[src/rtl/sobel_pkg.sv]
`default_nettype none
// ============================================================================
// Module      : sobel_pkg
// Description : Pixel type and width shared by the row loader and the Sobel
//               stages, plus a counter-width helper.
// Revision    : 1.0 - initial release
// ============================================================================
package sobel_pkg;

    localparam int PIX_W = 8;

    typedef logic [PIX_W-1:0] pixel_t;

    // Width of a counter that must reach n-1; never zero so a degenerate
    // parameter still yields a legal vector.
    function automatic int cnt_w(input int n);
        return (n > 1) ? $clog2(n) : 1;
    endfunction

endpackage : sobel_pkg
`default_nettype wire

[src/rtl/sobel_row_loader_if.sv]
`default_nettype none
// ============================================================================
// Module      : sobel_row_loader_if
// Description : Raster pixel stream with valid/ready handshake and a
//               start-of-frame marker.
// Revision    : 1.0 - initial release
// ============================================================================
interface sobel_row_loader_if;
    import sobel_pkg::*;

    pixel_t pix_in;
    logic   pix_valid;
    logic   pix_sof;
    logic   pix_ready;

    modport master (
        output pix_in,
        output pix_valid,
        output pix_sof,
        input  pix_ready
    );

    modport slave (
        input  pix_in,
        input  pix_valid,
        input  pix_sof,
        output pix_ready
    );

endinterface : sobel_row_loader_if
`default_nettype wire

[src/rtl/sobel_row_loader_row_buffer.sv]
`default_nettype none
// ============================================================================
// Module      : row_buffer
// Description : SIZE x 8 register file, one addressed write port and a
//               parallel read port exposing every entry.
// Revision    : 1.0 - initial release
// ============================================================================
module row_buffer
    import sobel_pkg::*;
#(
    parameter int SIZE = 100,
    parameter int AW   = cnt_w(SIZE)
) (
    input  wire logic           clk,
    input  wire logic           rst_n,
    input  wire logic           we_i,
    input  wire logic [AW-1:0]  waddr_i,
    input  wire pixel_t         wdata_i,
    output pixel_t              rdata_o [SIZE-1:0]
);

    pixel_t mem_q [SIZE-1:0];

    // One decoded write enable per entry keeps out-of-range addresses harmless.
    generate
        for (genvar gi = 0; gi < SIZE; gi++) begin : g_entry
            // Capture the write data into this entry when addressed.
            always_ff @(posedge clk or negedge rst_n) begin
                if (!rst_n) begin
                    mem_q[gi] <= '0;
                end else if (we_i && (waddr_i == AW'(gi))) begin
                    mem_q[gi] <= wdata_i;
                end
            end
            assign rdata_o[gi] = mem_q[gi];
        end
    endgenerate

endmodule : row_buffer
`default_nettype wire

[src/rtl/sobel_row_loader.sv]
`default_nettype none
// ============================================================================
// Module      : sobel_row_loader
// Description : Collects a raster pixel stream into rows of SIZE pixels and
//               presents each completed row in parallel to the Sobel array.
// Revision    : 1.0 - initial release
// ============================================================================
module sobel_row_loader
    import sobel_pkg::*;
#(
    parameter int SIZE = 100,
    parameter int ROWS = 100
) (
    input  wire logic          clk,
    input  wire logic          rst_n,
    sobel_row_loader_if.slave  pix_if,
    output pixel_t             arr_out [SIZE-1:0],
    output logic               row_valid,
    output logic               row_last,
    output logic               sof_err
);

    localparam int c_COL_W = cnt_w(SIZE);
    localparam int c_ROW_W = cnt_w(ROWS);
    localparam logic [c_COL_W-1:0] c_COL_LAST = c_COL_W'(SIZE - 1);
    localparam logic [c_ROW_W-1:0] c_ROW_LAST = c_ROW_W'(ROWS - 1);

    typedef enum logic [0:0] {
        WAIT_SOF = 1'b0,
        FILL     = 1'b1
    } state_t;

    state_t               state_q, state_d;
    logic [c_COL_W-1:0]   col_q,   col_d;
    logic [c_ROW_W-1:0]   row_q,   row_d;
    logic                 row_valid_q, row_valid_d;
    logic                 row_last_q,  row_last_d;
    logic                 sof_err_q,   sof_err_d;
    pixel_t               arr_q [SIZE-1:0];

    logic                 accept;
    logic                 buf_we;
    logic [c_COL_W-1:0]   buf_waddr;
    logic                 arr_load;
    pixel_t               buf_rd [SIZE-1:0];

    // The loader never back-pressures; it is only unready while held in reset.
    assign pix_if.pix_ready = rst_n;
    assign accept           = pix_if.pix_valid && pix_if.pix_ready;

    row_buffer #(
        .SIZE (SIZE),
        .AW   (c_COL_W)
    ) u_row_buffer (
        .clk     (clk),
        .rst_n   (rst_n),
        .we_i    (buf_we),
        .waddr_i (buf_waddr),
        .wdata_i (pix_if.pix_in),
        .rdata_o (buf_rd)
    );

    // Next-state, counter and buffer-write decisions for each accepted pixel.
    always_comb begin
        state_d     = state_q;
        col_d       = col_q;
        row_d       = row_q;
        sof_err_d   = sof_err_q;
        row_valid_d = 1'b0;
        row_last_d  = 1'b0;
        buf_we      = 1'b0;
        buf_waddr   = col_q;
        arr_load    = 1'b0;

        unique case (state_q)
            WAIT_SOF: begin
                if (accept && pix_if.pix_sof) begin
                    buf_we    = 1'b1;
                    buf_waddr = '0;
                    col_d     = c_COL_W'(1);
                    row_d     = '0;
                    state_d   = FILL;
                end
            end
            FILL: begin
                if (accept) begin
                    if (pix_if.pix_sof) begin
                        // Frame restart; only a restart mid-row is an error,
                        // including one on the pixel that would finish a row.
                        if (col_q != '0) begin
                            sof_err_d = 1'b1;
                        end
                        buf_we    = 1'b1;
                        buf_waddr = '0;
                        col_d     = c_COL_W'(1);
                        row_d     = '0;
                    end else if (col_q == c_COL_LAST) begin
                        // Last pixel bypasses the buffer straight into arr_out.
                        arr_load    = 1'b1;
                        col_d       = '0;
                        row_valid_d = 1'b1;
                        if (row_q == c_ROW_LAST) begin
                            row_last_d = 1'b1;
                            row_d      = '0;
                            state_d    = WAIT_SOF;
                        end else begin
                            row_d = row_q + c_ROW_W'(1);
                        end
                    end else begin
                        buf_we = 1'b1;
                        col_d  = col_q + c_COL_W'(1);
                    end
                end
            end
            default: begin
                state_d = WAIT_SOF;
            end
        endcase
    end

    // State, counters and status flags.
    always_ff @(posedge clk or negedge rst_n) begin
        if (!rst_n) begin
            state_q     <= WAIT_SOF;
            col_q       <= '0;
            row_q       <= '0;
            row_valid_q <= 1'b0;
            row_last_q  <= 1'b0;
            sof_err_q   <= 1'b0;
        end else begin
            state_q     <= state_d;
            col_q       <= col_d;
            row_q       <= row_d;
            row_valid_q <= row_valid_d;
            row_last_q  <= row_last_d;
            sof_err_q   <= sof_err_d;
        end
    end

    // Output row register: changes only when a full row completes.
    always_ff @(posedge clk or negedge rst_n) begin
        if (!rst_n) begin
            for (int i = 0; i < SIZE; i++) begin
                arr_q[i] <= '0;
            end
        end else if (arr_load) begin
            for (int i = 0; i < SIZE - 1; i++) begin
                arr_q[i] <= buf_rd[i];
            end
            arr_q[SIZE-1] <= pix_if.pix_in;
        end
    end

    assign arr_out   = arr_q;
    assign row_valid = row_valid_q;
    assign row_last  = row_last_q;
    assign sof_err   = sof_err_q;

endmodule : sobel_row_loader
`default_nettype wire

[src/flat_wrapper.sv]
// flat-port wrapper written by rule: the top's interface ports become plain ports
module sobel_row_loader_flat import sobel_pkg::*;
#(
    parameter int SIZE = 100,
    parameter int ROWS = 100
)
  (clk, rst_n, arr_out, row_valid, row_last, sof_err, pix_if_pix_in, pix_if_pix_valid, pix_if_pix_sof, pix_if_pix_ready);
  sobel_row_loader_if pix_if_i ();
  input  wire logic clk;
  input  wire logic rst_n;
  output pixel_t arr_out[SIZE-1:0];
  output logic row_valid;
  output logic row_last;
  output logic sof_err;
  input wire logic [$bits(pix_if_i.pix_in)-1:0] pix_if_pix_in;
  input wire logic [$bits(pix_if_i.pix_valid)-1:0] pix_if_pix_valid;
  input wire logic [$bits(pix_if_i.pix_sof)-1:0] pix_if_pix_sof;
  output wire logic [$bits(pix_if_i.pix_ready)-1:0] pix_if_pix_ready;
  assign pix_if_i.pix_in = pix_if_pix_in;
  assign pix_if_i.pix_valid = pix_if_pix_valid;
  assign pix_if_i.pix_sof = pix_if_pix_sof;
  assign pix_if_pix_ready = pix_if_i.pix_ready;
  sobel_row_loader #(.SIZE(SIZE), .ROWS(ROWS)) u_core (.clk(clk), .rst_n(rst_n), .pix_if(pix_if_i), .arr_out(arr_out), .row_valid(row_valid), .row_last(row_last), .sof_err(sof_err));
endmodule
[config.mk]
export PLATFORM = sky130hd
export DESIGN_NAME = sobel_row_loader_flat
export DESIGN_NICKNAME = d
export VERILOG_FILES = /design/src/rtl/sobel_pkg.sv /design/src/rtl/sobel_row_loader_if.sv /design/src/rtl/sobel_row_loader_row_buffer.sv /design/src/rtl/sobel_row_loader.sv /design/src/flat_wrapper.sv
export SDC_FILE = /design/constraint.sdc
export NUM_CORES = 2
export LEC_CHECK = 0
export ABC_AREA = 1
export BUFFER_PORTS_ARGS = -buffer_cell sky130_fd_sc_hd__buf_2
export CAP_MARGIN = 10
export CORE_UTILIZATION = 32
export CTS_CLUSTER_SIZE = 14
export DETAILED_ROUTE_END_ITERATION = 12
export GPL_TIMING_DRIVEN = 0
export PLACE_DENSITY = 0.45
export SYNTH_ARGS = -nofsm -noshare
export SYNTH_HDL_FRONTEND = slang
export SYNTH_HIERARCHICAL = 1
export SYNTH_SLANG_ARGS = --single-unit
[constraint.sdc]
create_clock -name clk -period 4 [get_ports clk]
set_input_delay 0.2 -clock clk [delete_from_list [all_inputs] [get_ports clk]]
set_output_delay 0.2 -clock clk [all_outputs]
set_load 0.01 [all_outputs]
==> results.ini <==
[run_status]
outcome=complete, no violations

[floorplanning]
die_w_um=447
placementRows=162
start_util_pct=32.4
dieArea_um2=200000
core_area_um2=196000
die_h_um=447
num_io_pins=816

[timing]
tightest_slew_ns=1.35
finClkSkew_ns=0.0295
rsz0062_at_grt=true
setup_viol=0
maxSlewViolCount=0
hold_viol=0
max_freq_ghz=0.263
maxSlewHeadroom_pct=10.1
period_share_pct=94.9
fin_crit_ns=3.80
finalWorstSetupSlack_ns=0.202

[detailed_routing]
routed_via_density=4.82
wl_per_cell_um=25.2
antenna_left=0
dr_total_vias=52800
drtPass1Iterations=6
wl_mm=276
drc=0
drt_iter0_drc=4471

[global_route]
grt_pass1_vias=52900
grt_overflow=0
grt_max_degree=162
grt_pass1_wl_mm=388
antenna_found_initial=21
grt_usage_pct=27.4

[power_and_ir_drop]
fin_total_pwr_mw=35.7
power_density_nw_per_um2=454
ir_drop_mv=0.433
p_leak_nw=46.0

[synth]
avgSynthCellArea_um2=8.93
yosys_warnings=6
syn-cell-area_um2=63400
syn_nets=7115
syn_inst=7100

[place]
port_buffers=815
dp_hpwl_mm=199
globalplace.congestion=0.852
place_ws_ns=-2.56

[final_layout]
layout.nets=8199
post-route-util_pct=40.1
syn2layout_area_growth_pct=23.9
drive_gt1_share_pct=17.9
fillers=20300

[worst_setup_path]
cp_slowest_stage_delay_ns=0.62
path_common_cell=buf_16
setup.worst_path.end_class=flop
cp_slowest_cell=dlygate4sd3_1
crit_path_start_kind=primary input
crit_required_ns=4.71
crit_fanout=10
crit_chain=dlygate4sd3_1, buf_16, buf_16, buf_16, buf_16, buf_16, buf_16, nand2_1, a21oi_2, o21ai_0, inv_1, nand3_1, nor2_2, buf_2, nand2_1, nand2_1, nand2_1
arrival_ns=4.51
path_class=primary input to flop

[flow_run]
cap_violations=0

[clock_tree]
cts_sinks=1610
cts_buffers=184
tritoncts=yes
clk_latency_ns=0.85
cts-root-buf=clkbuf_16
path_clk_slew_ns=0.06
clk_path_buf_depth=3
h-tree-depth=4

[worst_hold_path]
min_path_type=primary input to flop

layer usage:
layer  wire [um]  GRT usage [%]  vias up
li1            -              -    24300
met1      113000           34.7    26500
met2      133000           45.5     1642
met3       15100           4.31      434
met4       14600           13.6        6
met5          44              0        -
cell type report:
| type | instances | area, um2 | share of cell area [%] |
|---|---|---|---|
| Multi-Input combinational cell | 5007 | 20100 | 25.6 |
| Sequential cell | 1610 | 40300 | 51.3 |
| Tap cell | 2624 | 3280 | 4.18 |
| Inverter | 37 | 141 | 0.180 |
| Timing Repair Buffer | 902 | 5580 | 7.11 |
| Antenna cell | 5 | 12.5 | 0.0159 |
| Clock inverter | 69 | 706 | 0.899 |
| Buffer | 442 | 2920 | 3.72 |
| Clock buffer | 272 | 5470 | 6.97 |
path summary, 6_finish.rpt:
path / from / slack, ns / to / cells after the start
max reg2reg: u_core/state_q / 0.63 / u_core/u_row_buffer/rdata_o[308] / 10
max in group asynchronous: rst_n / 1.37 / u_core/u_row_buffer/rdata_o[190] / 6
min reg2reg: u_core/u_row_buffer/rdata_o[328] / 0.45 / u_core/arr_out[328] / 2
min: pix_if_pix_in[3] / 0.11 / u_core/arr_out[795] / 4
max: rst_n / 0.20 / u_core/u_row_buffer/rdata_o[308] / 17
min in group asynchronous: rst_n / 0.15 / u_core/arr_out[561] / 3
cell usage in the layout, fill, tap and decap left out, types with 16 or more instances in the layout:
master            n
buf_16           28
buf_2           892
buf_4            78
buf_6           116
clkbuf_1        207
clkbuf_16       187
clkbuf_8         47
clkinv_2         46
dfrtp_1        1610
dlygate4sd3_1    19
inv_1            29
nand2_1        4124
nand3_1         806
nor2_1           16
sequential cells by signal (all words and copies together), names as in the netlist:
name,flops
u_core/arr_out,800
u_core/row_last,1
u_core/sof_err,1
u_core/row_valid,1
u_core/col_q,7
u_core/state_q,1
u_core/row_q,7
u_core/u_row_buffer/rdata_o,792
through the flow:
step | area [um2] | hold slack, ns | TNS, ns | std cells
detailed placement | 71400 | 0.292 | -2123.77 | 10600
global placement | 70700 | 0.414 | - | 10500
global route | 78500 | 0.119 | -0.00405 | 11000
CTS | 78500 | 0.0345 | 0 | 11000
finish | 78500 | 0.105 | 0 | 11000
floorplan | 63400 | -0.0956 | 0 | 7100
what timing repair did:
| item | 4_1_cts | 5_1_grt |
|---|---|---|
| pin swaps | 8 | 0 |
| cloned | 4 | 0 |
| hold endpoints to repair | 433 | 0 |
| hold buffers | 31 | 0 |
| gates resized for setup | 24 | 1 |
| setup endpoints to repair | 792 | 21 |
| setup buffers | 27 | 0 |
worst max-delay path, delay by kind of cell:
family / cells / cell delay, ns
buffers and inverters: 9 / 2.20
AND/OR/NAND/NOR: 6 / 1.49
AO/OA/AOI/OAI: 2 / 0.55
power by group:
group | switching (mW) | leakage, nW | internal [mW]
clock | 7.21 | 3.08 | 10.0
combinational | 1.17 | 20.5 | 0.331
sequential | 0.261 | 22.4 | 16.7
total | 8.64 | 46.0 | 27.0
Note: power is estimated with default switching activity, not from simulation.
